`config.mk`:
```
export PLATFORM = sky130hd
export DESIGN_NAME = fpu_result_uart_tx
export DESIGN_NICKNAME = d
export VERILOG_FILES = /design/src/rtl/fpu_result_uart_tx.sv
export SDC_FILE = /design/constraint.sdc
export NUM_CORES = 1
export LEC_CHECK = 0
export BUFFER_PORTS_ARGS = -buffer_cell sky130_fd_sc_hd__clkbuf_2
export CAP_MARGIN = 20
export CORE_ASPECT_RATIO = 0.9
export CORE_UTILIZATION = 56
export CTS_CLUSTER_DIAMETER = 30
export DETAILED_ROUTE_END_ITERATION = 6
export PLACE_DENSITY = 0.79
export SLEW_MARGIN = 10
export SYNTH_ARGS = -nofsm -noshare
export SYNTH_HDL_FRONTEND = slang
export SYNTH_SLANG_ARGS = --single-unit
export TNS_END_PERCENT = 20
```
`constraint.sdc`:
```
create_clock -name clk -period 2.6 [get_ports clk]
set_input_delay 0.26 -clock clk [delete_from_list [all_inputs] [get_ports clk]]
set_output_delay 0.26 -clock clk [all_outputs]
set_load 0.01 [all_outputs]
```
`src/rtl/fpu_result_uart_tx.sv`:
```
// Serialises a captured 32-bit floating point result as four 8N1 UART bytes, MSB byte first.
// The word is copied into a private shift register so the source may change mid-frame.
module fpu_result_uart_tx #(
    parameter int CLKS_PER_BIT = 434
) (
    input  logic        clk,
    input  logic        rstn,
    input  logic [31:0] result,
    input  logic        send,
    output logic        tx,
    output logic        busy,
    output logic        done,
    output logic [1:0]  dbg_state
);

    localparam int BW = (CLKS_PER_BIT > 1) ? $clog2(CLKS_PER_BIT) : 1;
    localparam logic [BW-1:0] BAUD_LAST = BW'(CLKS_PER_BIT - 1);

    typedef enum logic [1:0] {
        IDLE  = 2'd0,
        START = 2'd1,
        DATA  = 2'd2,
        STOP  = 2'd3
    } state_t;

    state_t        state;
    logic [BW-1:0] baud;
    logic [2:0]    bit_cnt;
    logic [1:0]    byte_cnt;
    logic [31:0]   shift_reg;

    logic       bit_end;
    logic [2:0] next_bit;
    logic [7:0] cur_byte;

    assign bit_end   = (baud == BAUD_LAST);
    assign next_bit  = bit_cnt + 3'd1;
    assign cur_byte  = shift_reg[31:24];
    assign dbg_state = state;

    // tx is registered, so each transition loads the line level of the bit being entered.
    always_ff @(posedge clk) begin
        if (!rstn) begin
            state     <= IDLE;
            baud      <= '0;
            bit_cnt   <= '0;
            byte_cnt  <= '0;
            shift_reg <= '0;
            tx        <= 1'b1;
            busy      <= 1'b0;
            done      <= 1'b0;
        end else begin
            done <= 1'b0;
            case (state)
                IDLE: begin
                    tx   <= 1'b1;
                    busy <= 1'b0;
                    baud <= '0;
                    if (send) begin
                        shift_reg <= result;
                        byte_cnt  <= '0;
                        bit_cnt   <= '0;
                        tx        <= 1'b0;
                        busy      <= 1'b1;
                        state     <= START;
                    end
                end
                START: begin
                    if (bit_end) begin
                        baud    <= '0;
                        bit_cnt <= '0;
                        tx      <= cur_byte[0];
                        state   <= DATA;
                    end else begin
                        baud <= baud + BW'(1);
                    end
                end
                DATA: begin
                    if (bit_end) begin
                        baud <= '0;
                        if (bit_cnt == 3'd7) begin
                            tx    <= 1'b1;
                            state <= STOP;
                        end else begin
                            bit_cnt <= next_bit;
                            tx      <= cur_byte[next_bit];
                        end
                    end else begin
                        baud <= baud + BW'(1);
                    end
                end
                STOP: begin
                    if (bit_end) begin
                        baud <= '0;
                        if (byte_cnt == 2'd3) begin
                            tx    <= 1'b1;
                            busy  <= 1'b0;
                            done  <= 1'b1;
                            state <= IDLE;
                        end else begin
                            // Stop bit runs straight into the next start bit, no idle gap.
                            shift_reg <= {shift_reg[23:0], 8'h00};
                            byte_cnt  <= byte_cnt + 2'd1;
                            tx        <= 1'b0;
                            state     <= START;
                        end
                    end else begin
                        baud <= baud + BW'(1);
                    end
                end
                default: state <= IDLE;
            endcase
        end
    end

endmodule

```
After elaboration in Yosys (flattened, before gate mapping)
Cells that the tools add are included.
{"block": "totals", "regBits": 51, "input_bits": 35, "output_inout_bits": 5, "wordCells": 71}
{"block": "classes", "addsub": 3, "magnitude_cmp": 1, "eq_ne": 14, "n_mux": 35, "n_reduce_logical": 10}
{"cell": "32-bit 2-to-1 mux", "count": 3}
{"cell": "32-bit case mux with 2 select lines", "count": 1}
{"cell": "9-bit case mux with 2 select lines", "count": 1}
{"cell": "2-bit 2-to-1 mux", "count": 8}
{"cell": "2-bit != test, second input constant", "count": 8}
{"cell": "3-bit 2-to-1 mux", "count": 4}
{"cell": "1-bit 2-to-1 mux", "count": 11}
{"cell": "5-bit AND reduction", "count": 2}
{"cell": "9-bit by 1-bit adder with 9-bit output, second input constant", "count": 1}
{"cell": "9-bit == test, second input constant", "count": 1}
{"cell": "9-bit 2-to-1 mux", "count": 1}
{"cell": "3-bit case mux with 3 select lines", "count": 1}
{"cell": "3-bit AND reduction", "count": 3}
{"cell": "2-bit case mux with 4 select lines", "count": 1}
{"cell": "2-bit == test, second input constant", "count": 3}
{"cell": "3-bit by 4-bit less-than comparator with 1-bit output, second input constant", "count": 1}
{"cell": "1-bit case mux with 4 select lines", "count": 1}
{"cell": "2-bit case mux with 2 select lines", "count": 1}
{"cell": "4-bit AND reduction", "count": 1}
{"cell": "3-bit by 1-bit adder with 3-bit output, second input constant", "count": 1}
{"cell": "1-bit binary-select mux with 3-bit select", "count": 1}
{"cell": "3-bit == test, second input constant", "count": 1}
{"cell": "3-bit nonzero test", "count": 1}
{"cell": "3-bit OR reduction", "count": 1}
{"cell": "5 further kinds", "count": 5}

Logic depth before layout (Yosys ltp)
Gate-level depths: netlist (run 1).
{"block": "depth", "depth_word": 6, "mapped_depth": 8, "mapped_depth_nobuf": 6}

Least setup slack after synthesis (run 1)
No wires, ideal clock.
{"block": "synth_timing", "path_type": "reg2reg", "start": "register state[0], in the netlist dbg_state[0]", "end": "register shift_reg[10]", "setup_ns": 0.119, "t_arrival_ns": 1.813, "setup_slack_ns": 0.668, "path_stages_with_launch": 9, "n_path_buf": 2, "synth_period_minus_slack_ns": 1.932, "path_cell_list": "dfxtp_1 inv_1 ha_1 mux2i_4 or2_1 buf_2 buf_4 o21a_1 o221a_2"}
{"block": "synth_via", "elab_chain_len": 3, "elab_cells_between_ends": 8, "classes_between": "eq/ne (4); mux (1); reduce/logical (3)"}
{"item": "start: declaration", "line": "26", "source": "state_t state;"}
{"item": "start signal: assignment", "line": "44", "source": "state <= IDLE;"}
{"item": "start signal: assignment", "line": "65", "source": "state <= START;"}
{"item": "start signal: assignment", "line": "73", "source": "state <= DATA;"}
{"item": "2-bit == test / 2-bit zero test (equally long branches)", "line": "54", "source": "case (state)"}
{"item": "2-bit != test (no source line) / 2-bit nonzero test (equally long branches)"}
{"item": "4-bit AND reduction (no source line)"}
{"item": "end signal: assignment", "line": "60", "source": "shift_reg <= result;"}
{"item": "end signal: assignment", "line": "102", "source": "shift_reg <= {shift_reg[23:0], 8'h00};"}
{"item": "end: declaration", "line": "30", "source": "logic [31:0] shift_reg;"}
Several ways; a longest one is shown, not always the timed one.
A chain may end at the register's enable or synchronous reset.

Worst setup path in the final report (run 1)
{"block": "layout_timing", "start": "register state[0], in the netlist dbg_state[0]", "end": "register shift_reg[18]"}
Same word-level chain as after synthesis.

==> results.md, run 1 <==
- The run finished with clean final reports.
- The number of max-slew violations in the final report is 0.
- The type of element capturing the critical path is a flop.
- In the final layout, the multi-input gates occupy 1300 sq um.
- The slowest stage of the critical path belongs to the cell sky130_fd_sc_hd__mux2i_4.
- The worst path uses 83.2% of the clock period.
- The die covers 4620 sq um.
- The layout cell share with drive strength beyond 1 is 30.6%.
- STA puts the critical path data arrival time at 2410 ps.
- A synthesized cell averages 9.98 sq um.
- Global routing consumed, over all layers together, 22.2% of the routing resources.
- The required arrival time at the worst endpoint is 2850 ps.
- The worst hold path belongs to the class in -> reg.
- The max-cap violation count is 0.
- Counting flops and latches in the post-synthesis netlist gives 51.
- The critical path runs through a total of 7 cells.
- The share of the Yosys chip area taken by registers is 41.9%.
- The number of cells in the design after placement is 318.
- The clock tree synthesis step divided the H-tree into 2 levels.
- The clock tree skew after final layout is 7.72 ps.
- The number of global-route vias before repair is 1692.
- On the final layout, the worst hold slack is 180 ps.
- The number of remaining DRC errors is 0.
- The net count of the finished layout is 322.
- The number of antenna diodes in the final layout is 0.
- The TritonCTS clock tree is built.
- The register with the most flip-flops in the layout has 32 of them.
- The average detailed-routed wire length per instance is 14.9 um.
- After synthesis, the share of flip-flops with an asynchronous set or reset is 0%.
- The cell count of the worst hold path is 3.
- The first global-routing pass estimated 8080 um of wire.
- The cell area after technology mapping is 2440 sq um.
- Counting along the longest clock path gives a buffer depth of 2.
- Dividing total power by cell area gives a power density of 947 nW/um^2.
- The worst-path maximum fanout is 23.
- The die boundary height is 64.6 um.
- The path type of the worst setup path is reg -> reg.
- During I/O placement, the number of pins put on the boundary was 40.
- The number of fillers in the final layout is 331.
- TritonCTS created 5 clock buffers.
- The count of warnings emitted by yosys is 0.
- Leaving out filler cells and counting taps, the final layout contains 326.
- The post-CTS setup buffer count is 0.
- From synthesis to final layout, the design area changed by 12.3%.
- In the routed layout, each cell is associated on average with a via count of 5.73.
- The number of port buffers is 39.
- At the pin with the least slew margin, the transition time is 584 ps.
- The number of gates resized after cts is 0.
- Once layout is done, the placed cells without fillers occupy 2740 sq um.
- The initial antenna violation count was 0.
- After global routing the overflow that remains totals 0.
- The count of nets left with antenna violations after detail routing is 0.
- The worst setup path is launched from a flop.
- Counting cells, the worst reg-to-reg path comes to 7.
- The total of hold buffers inserted after clock tree synthesis is 0.
- In this run the core area contains 22 standard-cell rows.
- On the worst path, the slowest cell contributes a delay of 510 ps.
- The number of vias after detailed routing is 1867.
- The placed wire-length estimate is 3500 um.
- The first TritonRoute pass finished after 4 iterations.
- Counting both buffers and inverters, the worst setup path holds a total of 2.
- The sequential cell area is 1020 sq um.
- Setup repair after global routing left no endpoint under its margin.
- Walking the worst path, the cells encountered are inv_1 > ha_1 > mux2i_4 > or2_1 > buf_4 > o21a_1 > o221a_2.
- The analysis attributes to cell leakage a power of 1.08 nW.
- The number of DRC markers after the initial detailed-route iteration is 171.
- Entering global routing, the biggest net connects 25 pins.
- The clock transition at the register clock pins on the worst setup and hold paths after CTS is 90 ps.
- The worst relative slew slack is 60.9%.
- The number of distinct standard cells referenced by the synthesized netlist is 45.
- The chip width is 71.5 um.
- The wire length reported by the detailed router is 4850 um.
- The final count of hold timing violations is 0.
- The worst-case IR drop observed on VDD is 0.501 mV.
- The core area is 4130 sq um.
- The routability-driven placement congestion ratio is 0.855.
- The number of setup violations in the final report is 0.
- The synthesized netlist net count is 289.
- For the worst-skew pair, the clock arrives at the later sink with an insertion delay of 300 ps.
- Counting I/O delays and the setup requirement, the final critical path takes 2160 ps.
- The initial utilization of the core area, before any placement, comes to 59.0%.
- Static timing analysis puts the maximum clock frequency at 462 MHz.
- Adding up every negative setup slack in the final design gives 0 ps.
- The synthesized netlist cell count is 244.
- The top cell family by delay on the critical path is multiplexers.
- The dominant register cell in the synthesized netlist is sky130_fd_sc_hd__dfxtp_1.
- Yosys mapped a number of flops with a built-in enable equal to 0.
- The area of placed instances is 2620 sq um.
- The clock sink count is 51.
- The root buffer cell is sky130_fd_sc_hd__clkbuf_8.
-- cells in the final DEF (no fill, tap or decap), types with 2 or more instances in the layout --
cell type	count
sky130_fd_sc_hd__nand2b_1	2
sky130_fd_sc_hd__dfxtp_1	51
sky130_fd_sc_hd__or2_2	2
sky130_fd_sc_hd__buf_4	3
sky130_fd_sc_hd__nor2_1	12
sky130_fd_sc_hd__a21oi_1	10
sky130_fd_sc_hd__xnor2_1	4
sky130_fd_sc_hd__ha_1	10
sky130_fd_sc_hd__clkbuf_2	39
sky130_fd_sc_hd__mux4_2	2
sky130_fd_sc_hd__nor4_1	2
sky130_fd_sc_hd__nand3_1	7
sky130_fd_sc_hd__o21a_1	24
sky130_fd_sc_hd__o21ai_0	11
sky130_fd_sc_hd__a31oi_1	2
sky130_fd_sc_hd__inv_1	5
sky130_fd_sc_hd__mux2i_1	4
sky130_fd_sc_hd__clkbuf_8	6
sky130_fd_sc_hd__or3_1	2
sky130_fd_sc_hd__nor3b_1	2
sky130_fd_sc_hd__nand4_1	2
sky130_fd_sc_hd__xor2_1	3
sky130_fd_sc_hd__o221a_2	24
sky130_fd_sc_hd__nor3_1	3
sky130_fd_sc_hd__nand2_1	24
sky130_fd_sc_hd__nor2b_1	3
-- cell families (layout without fill, tap and decap cells) --
| group | after synthesis | in the layout | synth area share, % |
|---|---|---|---|
| AO/OA/AOI/OAI | 79 | 79 | 26.5 |
| AND/OR/NAND/NOR | 68 | 68 | 14.3 |
| flip-flops | 51 | 51 | 41.9 |
| buffers and inverters | 21 | 55 | 4.73 |
| adder cells (fa/ha/maj) | 10 | 10 | 5.14 |
| multiplexers | 8 | 8 | 4.88 |
| XOR/XNOR | 7 | 7 | 2.52 |
-- cell usage after synthesis (2+ instances only) --
library cell	instances	area, sq um
sky130_fd_sc_hd__a21oi_1	10	50.1
sky130_fd_sc_hd__a31oi_1	2	12.5
sky130_fd_sc_hd__buf_2	3	15.0
sky130_fd_sc_hd__buf_4	2	15.0
sky130_fd_sc_hd__buf_8	2	30.0
sky130_fd_sc_hd__clkbuf_1	7	26.3
sky130_fd_sc_hd__clkbuf_2	2	10.0
sky130_fd_sc_hd__dfxtp_1	51	1020
sky130_fd_sc_hd__ha_1	10	125
sky130_fd_sc_hd__inv_1	5	18.8
sky130_fd_sc_hd__mux2i_1	4	40.0
sky130_fd_sc_hd__mux4_2	2	45.0
sky130_fd_sc_hd__nand2_1	24	90.1
sky130_fd_sc_hd__nand2b_1	2	12.5
sky130_fd_sc_hd__nand3_1	7	35.0
sky130_fd_sc_hd__nand4_1	2	12.5
sky130_fd_sc_hd__nor2_1	12	45.0
sky130_fd_sc_hd__nor2b_1	3	18.8
sky130_fd_sc_hd__nor3_1	3	15.0
sky130_fd_sc_hd__nor3b_1	2	15.0
sky130_fd_sc_hd__nor4_1	2	12.5
sky130_fd_sc_hd__o21a_1	24	180
sky130_fd_sc_hd__o21ai_0	11	55.1
sky130_fd_sc_hd__o221a_2	24	270
sky130_fd_sc_hd__or2_2	2	12.5
sky130_fd_sc_hd__or3_1	2	12.5
sky130_fd_sc_hd__xnor2_1	4	35.0
sky130_fd_sc_hd__xor2_1	3	26.3
-- power breakdown --
part	total, mW	internal (mW)	leakage, nW	switching [mW]
Combinational	0.916	0.434	0.602	0.482
Sequential	1.11	0.973	0.419	0.140
Clock	0.561	0.312	0.0612	0.249
Total	2.59	1.72	1.08	0.871
-- cell type report --
| type | instances | share of cell area [%] |
|---|---|---|
| well taps | 48 | 2.20 |
| inverters | 5 | 0.686 |
| clock buffers | 6 | 3.02 |
| multi-input cells | 172 | 47.5 |
| flip-flops and latches | 51 | 37.3 |
| repair buffers | 42 | 7.96 |
| clock inverters | 2 | 1.28 |
-- worst min-delay path: cells and delay by family --
family,cells,cell delay [ps]
buffers and inverters,1,80
AO/OA/AOI/OAI,1,50
AND/OR/NAND/NOR,1,40
-- per-stage QoR --
| stage | power [mW] | utilization [%] | setup WS, ps |
|---|---|---|---|
| after global routing | 2.77 | 66.2 | 243 |
| after CTS | 2.60 | 66.2 | 421 |
| after detailed placement | 2.04 | 63.4 | 444 |
| after floorplan | 1.87 | - | 668 |
| final | 2.59 | 66.2 | 437 |
| after global placement | 2.01 | 63.4 | 552 |
-- path summary, 6_finish.rpt --
path	from	to	slack (ps)
setup / recovery	dbg_state[0]	shift_reg[18]	440
hold / removal	result[5]	shift_reg[5]	180
setup reg to reg	dbg_state[0]	shift_reg[18]	440
hold reg to reg	bit_cnt[2]	bit_cnt[2]	470
-- routing by layer --
metal  part of all wire (%)  track usage (%)  vias up
met4                   0.39             5.15        0
met1                     52             32.5      853
met3                    4.3             5.29        2
met5                      0                0        -
met2                     44             33.0       44
li1                       -                -      968
Power figures use the tool's default switching activity.
==> run 2, diff against run 1 <==
- clock period: 2.6 -> 2.2 ns (I/O delays scaled with it)
==> run 2 against run 1 <==
Sequential power is 18% higher; critical path type unchanged; first-iteration DRC count rose by 30%; clock skew is 1.9 ps lower.
==> results.md, run 2 (synthesized netlist as in run 1, its figures left out) <==
- In the layout the commonest cells are 51 x sky130_fd_sc_hd__dfxtp_1, 39 x sky130_fd_sc_hd__clkbuf_2, 24 x sky130_fd_sc_hd__nand2_1, 24 x sky130_fd_sc_hd__o21a_1, 24 x sky130_fd_sc_hd__o221a_2.
- The wire length reported by the detailed router is 4880 um (+0.64%).
- The total of hold buffers inserted after clock tree synthesis is 0 (unchanged).
- The number of core rows was 22 (unchanged).
- The number of remaining DRC errors is 0 (unchanged).
- The worst register-to-register path ends at shift_reg[31].
- The routability-driven placement congestion ratio is 0.853 (-0.18%).
- The wire length the detailed router placed on met1 came to 2520 um (+0.60%).
- The clock transition at the register clock pins on the worst setup and hold paths after CTS is 90 ps (about the same).
- The core area is 4130 sq um (unchanged).
- The worst supply voltage drop on vdd is 0.496 mV (-0.99%).
- The number of global-route vias before repair was 1737 (+2.7%).
- The most common library cell in the layout ignoring fill and taps is sky130_fd_sc_hd__dfxtp_1.
- The final setup slack of the worst path is 219 ps (-218 ps).
- The die boundary height is 64.6 um (unchanged).
- The transition time of the tightest slew-check pin is 421 ps (-163 ps).
- The total leakage power was 1.08 nW (-0.50%).
- The cell sitting at the root of the clock tree is a sky130_fd_sc_hd__clkbuf_8.
- The max-cap violation count is 0 (unchanged).
- The fmax is 505 MHz (+9.2%).
- The number of port buffers came to 39 (unchanged).
- The chip width is 71.5 um (unchanged).
- The critical path launch point type is a flop.
- The number of vias after detailed routing is 1935 (+3.6%).
- The number of setup violations in the final report is 0 (unchanged).
- The initial standard-cell utilization of the core is 59.0% (unchanged).
- The first-pass iteration count of the detailed router came to 4 (unchanged).
- The source-to-sink clock delay at the later pin of the worst-skew pair is 300 ps (about the same).
- The flow ran to the end, and the final reports show no timing, DRC or antenna violations.
- The antenna diode instance count came to 0 (unchanged).
- The source of the worst hold timing path is result[1].
- The cell count of the worst hold path is 3 (unchanged).
- The combined global-route utilization of all metal layers is 23.0% (+0.76 points).
- The final count of hold timing violations is 0 (unchanged).
- The average detailed-routed wire length per instance is 14.8 um (-0.28%).
- The placed wire-length estimate is 3500 um (about the same).
- The final core utilization is 66.1% (-0.18 points).
- The power per cell area was 1080 nW/um^2 (+14%).
- The arrival time of the worst setup path is 2170 ps (-240 ps).
- The TritonCTS clock tree is built.
- The number of placed I/O pins is 40 (unchanged).
- The layout cell share with drive strength beyond 1 is 31.3% (+0.74 points).
- The required arrival time at the worst endpoint was 2390 ps (-460 ps).
- Signal routing reaches up to met4.
- The clock period minus worst slack is 1980 ps (-182 ps).
- The layout overhead on the synthesized area is 12.0%.
- The via count normalized by instance count is 5.88 (+2.7%).
- The worst-path maximum fanout was 24 (+4.3%).
- The number of flip-flops under the largest register name came to 32 (unchanged).
- The setup slack on the worst flop-to-flop path came to 220 ps (-220 ps).
- The number of max-slew violations in the final report came to 0 (unchanged).
- The clock sink count is 51 (unchanged).
- The initial antenna violation count came to 0 (unchanged).
- The first-pass GRT wire length is 8430 um (+4.4%).
- The routed wire length on met2 is 2170 um (+2.9%).
- The number of cells in the design after placement is 320 (+0.63%).
- The number of buffers on the longest clock path was 2 (unchanged).
- The clock tree skew after final layout is 5.85 ps (-1.88 ps).
- The placement-stage worst setup slack is 106 ps (-338 ps).
- The count of cells along the worst register-to-register path was 7 (unchanged).
- The number of H-tree levels came to 2 (unchanged).
- The path type of the worst setup path is reg -> reg.
- The launching point of the worst reg2reg path is dbg_state[1].
- The setup TNS came to 0 ps (unchanged).
- The final instance count without filler cells was 329 (+0.92%).
- The maximum number of pins on one net before global-route repair was 25 (unchanged).
- The number of DRC markers after the initial detailed-route iteration was 223 (+30%).
- STA classifies the critical path endpoint as a flop.
- The share of the cycle needed by the critical path after routing came to 90.0% (+6.8 points).
- The post-route worst hold slack came to 138 ps (-42.5 ps).
- The count of nets left with antenna violations after detail routing is 0 (unchanged).
- The number of fillers in the final layout is 352 (+6.3%).
- The length of routed met3 wiring is 174 um (-17%).
- The overflow left after global routing is 0 (unchanged).
- The worst min-delay path class is in -> reg.
- The die area is 4620 sq um (unchanged).
- The end of the worst hold path is shift_reg[1].
- The net count of the finished layout is 325 (+0.93%).
- Setup repair after global routing left no endpoint under its margin.
- The number of buffers created by CTS was 5 (unchanged).
- The worst relative slew slack is 71.7% (+11 points).
[run 2: layout make-up]
class	count	area, sq um	share of cell area [%]
Clock buffer	6	72.6	2.66
Clock inverter	2	12.5	0.459
Inverter	5	18.8	0.688
Multi-Input combinational cell	172	1300	47.8
Sequential cell	51	1020	37.4
Tap cell	48	60.1	2.20
Timing Repair Buffer	45	240	8.81
[run 2: power by group]
| part | leakage [nW] | total [mW] | switching [mW] | internal (mW) |
|---|---|---|---|---|
| sequential | 0.419 | 1.31 | 0.163 | 1.15 |
| combinational | 0.616 | 1.12 | 0.576 | 0.540 |
| clock | 0.0412 | 0.517 | 0.295 | 0.223 |
[run 2: timing repair]
| item | in CTS | in global routing |
|---|---|---|
| endpoints found under the setup margin | 0 | 24 |
| hold endpoints to repair | 0 | 0 |
| gates resized for setup | 0 | 1 |
| setup buffers | 0 | 1 |
[run 2: critical path: stages, from the launching register on]
cell,delay [ps]
sky130_fd_sc_hd__dfxtp_1,440
sky130_fd_sc_hd__inv_1,120
sky130_fd_sc_hd__ha_1,280
sky130_fd_sc_hd__mux2i_4,220
sky130_fd_sc_hd__nor2b_1,220
sky130_fd_sc_hd__nand2_1,80
sky130_fd_sc_hd__buf_4,220
sky130_fd_sc_hd__o221a_2,290
[run 2: routing by layer]
layer	track usage [%]	up-vias
met2	35.2	38
li1	-	987
met3	4.98	2
met1	33.2	908
met5	0	-
met4	4.66	0
[run 2: how the worst max path moves through the flow]
stage                       from             to  depth (start not counted)
global placement    dbg_state[0]  shift_reg[23]                          7
global route        dbg_state[1]  shift_reg[31]                          7
CTS                 dbg_state[1]  shift_reg[31]                          7
floorplan           dbg_state[0]  shift_reg[10]                          8
detailed placement  dbg_state[1]  shift_reg[31]                          7
finish              dbg_state[1]  shift_reg[31]                          7
[run 2: metrics by stage]
stage / area, sq um / total power [mW]
floorplan: 2440 / 2.20
global placement: 2630 / 2.39
detailed placement: 2630 / 2.42
CTS: 2720 / 2.94
global route: 2730 / 3.15
finish: 2730 / 2.95
==> run 3, diff against run 2 <==
- MAX_ROUTING_LAYER: not set -> met4
==> run 3 against run 2 <==
Highest routed layer unchanged; combinational power hardly changed; critical path depth stayed put; core utilization is 0.061 points lower; non-clock buffer count stayed put; sequential share of layout area hardly changed; sequential cell count stayed put; first-iteration DRC count is 33% lower; cell area hardly changed; largest power group unchanged.
==> results.md, run 3 (synthesized netlist as in run 1, its figures left out) <==
- The final count of hold timing violations came to 0 (unchanged).
- The net count of the finished layout is 325 (unchanged).
- The die area is 4620 sq um (unchanged).
- The worst relative slew slack is 65.2% (-6.5 points).
- The net switching component of the power is 1.04 mW (+0.67%).
- The cell at the slowest stage of the critical path is sky130_fd_sc_hd__dfxtp_1.
- The library cell used most frequently in the layout, excluding fill and tap cells, is sky130_fd_sc_hd__dfxtp_1.
- The routability-driven placement congestion ratio came to 0.859 (+0.66%).
- The number of buffers on the longest clock path is 2 (unchanged).
- The power per cell area is 1080 nW/um^2 (+0.31%).
- The arrival time of the worst setup path was 2150 ps (-20 ps).
- The number of setup violations in the final report is 0 (unchanged).
- The number of remaining DRC errors is 0 (unchanged).
- The layout cell share with drive strength beyond 1 is 31.0% (-0.36 points).
- The setup TNS was 0 ps (unchanged).
- The number of port buffers is 39 (unchanged).
- The chip width is 71.5 um (unchanged).
- The root buffer cell is sky130_fd_sc_hd__clkbuf_8.
- The worst min-delay path class is in -> reg.
- The maximum number of pins on one net before global-route repair is 25 (unchanged).
- The path type of the worst setup path is reg -> reg.
- TritonCTS built the clock tree.
- The initial standard-cell utilization of the core came to 59.0% (unchanged).
- The required arrival time at the worst endpoint is 2390 ps (about the same).
- The source-to-sink clock delay at the later pin of the worst-skew pair came to 300 ps (about the same).
- The first-pass GRT wire length came to 8430 um (unchanged).
- The total of hold buffers inserted after clock tree synthesis is 0 (unchanged).
- In the layout the commonest cells are 51 x sky130_fd_sc_hd__dfxtp_1, 39 x sky130_fd_sc_hd__clkbuf_2, 24 x sky130_fd_sc_hd__nand2_1, 24 x sky130_fd_sc_hd__o21a_1, 24 x sky130_fd_sc_hd__o221a_2.
- The wire length reported by the detailed router was 4920 um (+0.78%).
- The placed wire-length estimate is 3660 um (+4.5%).
- The first-pass iteration count of the detailed router came to 4 (unchanged).
- Setup repair after global routing left no endpoint under its margin.
- The switching fraction of total power is 35.2% (+0.16 points).
- The die boundary height was 64.6 um (unchanged).
- The transition time of the tightest slew-check pin is 519 ps (+98.8 ps).
- The number of core rows is 22 (unchanged).
- The run finished with clean final reports.
- The combinational share of power was 37.8% (about the same).
- The via count normalized by instance count was 5.82 (-1.1%).
- The clock tree skew after final layout was 5.10 ps (-0.747 ps).
- The post-CTS setup buffer count came to 0 (unchanged).
- STA classifies the critical path endpoint as a flop.
- The number of DRC markers after the initial detailed-route iteration is 149 (-33%).
- The number of vias after detailed routing is 1914 (-1.1%).
- The core area is 4130 sq um (unchanged).
- The sequential cell area is 1020 sq um (unchanged).
- The number of placed I/O pins is 40 (unchanged).
- The combined global-route utilization of all metal layers is 23.9% (+0.92 points).
- The final core utilization is 66.0% (about the same).
- The clock sink count is 51 (unchanged).
- The share of the cycle needed by the critical path after routing is 89.2% (-0.80 points).
- The number of flip-flops under the largest register name was 32 (unchanged).
- The worst supply voltage drop on vdd is 0.629 mV (+27%).
- The max-cap violation count came to 0 (unchanged).
- STA classifies the critical path startpoint as a flop.
- The number of max-slew violations in the final report is 0 (unchanged).
- The overflow left after global routing is 0 (unchanged).
- The initial antenna violation count is 0 (unchanged).
- The clock group share of total power is 17.7% (about the same).
- The number of buffers created by CTS is 5 (unchanged).
- The design internal power is 1.91 mW (about the same).
- The critical path goes through inv_1 > ha_1 > mux2i_4 > nor2b_1 > nand2_1 > buf_4 > o221a_2.
- The clock transition at the register clock pins on the worst setup and hold paths after CTS came to 90 ps (about the same).
- The number of global-route vias before repair is 1771 (+2.0%).
- The clock period minus worst slack is 1960 ps (-17.7 ps).
- The fmax is 509 MHz (+0.90%).
- The layout overhead on the synthesized area was 11.9% (about the same).
- The area taken by multi-input logic gates is 1300 sq um (-0.19%).
- The worst stage delay on the critical path was 420 ps (-20 ps).
- The worst-path maximum fanout is 24 (unchanged).
- The total leakage power is 1.08 nW (about the same).
- The average detailed-routed wire length per instance is 14.9 um (+0.78%).
- The number of H-tree levels is 2 (unchanged).
- The number of gates resized after cts is 0 (unchanged).
- The portion of total power attributed to sequential cells is 44.6% (about the same).
- The antenna diode instance count was 0 (unchanged).
- The count of nets left with antenna violations after detail routing is 0 (unchanged).
- The number of fillers in the final layout is 350 (-0.57%).
==> run 3: cell counts in the layout (fill, tap and decap cells not counted) <==
Identical to the previous run, type by type.
==> run 3: cell type report <==
class                   count  area share (%)
clock buffers               6            2.66
clock inverters             2           0.459
inverters                   5           0.689
multi-input cells         172            47.7
flip-flops and latches     51            37.5
well taps                  48            2.20
repair buffers             45            8.82
==> run 3: path summary, 6_finish.rpt <==
kind	cells past startpoint	slack (ps)	start	to
setup / recovery	7	240	dbg_state[0]	shift_reg[17]
setup reg to reg	7	240	dbg_state[0]	shift_reg[17]
hold / removal	3	130	result[1]	shift_reg[1]
hold reg to reg	2	470	bit_cnt[2]	bit_cnt[2]
==> run 3: critical path, delay by kind of cell (launching register included) <==
kind	cells	cell delay, ps
flops	1	420
buf+inv	2	340
fa+ha+maj	1	290
simple gates	2	290
compound gates	1	290
mux	1	230
==> run 3: metal layers <==
metal	routed length (um)	part of all wire, %	up-vias	track usage [%]
li1	-	-	978	-
met1	2480	50	884	32.6
met2	2200	45	45	36.4
met3	182	3.7	7	4.20
met4	51	1.0	0	7.11
met5	0	0	-	-
==> run 3: through the flow <==
step / cell area, sq um / std cells / worst slack [ps] / power [mW] / hold WS, ps
final: 2730 / 329 / 237 / 2.95 / 129
after global routing: 2730 / 329 / 93.1 / 3.15 / 132
after CTS: 2720 / 328 / 94.5 / 2.94 / 127
after detailed placement: 2630 / 320 / 124 / 2.43 / 447
after global placement: 2630 / 320 / 219 / 2.39 / 446
after floorplan: 2440 / 244 / 268 / 2.20 / 356
==> run 3: power groups by stage <==
| stage | Combinational, mW | Clock [mW] | Sequential [mW] |
|---|---|---|---|
| global route | 1.24 | 0.570 | 1.34 |
| global placement | 1.08 | 0 | 1.32 |
| floorplan | 0.918 | 0 | 1.29 |
| detailed placement | 1.10 | 0 | 1.33 |
| finish | 1.12 | 0.521 | 1.32 |
| CTS | 1.11 | 0.527 | 1.31 |
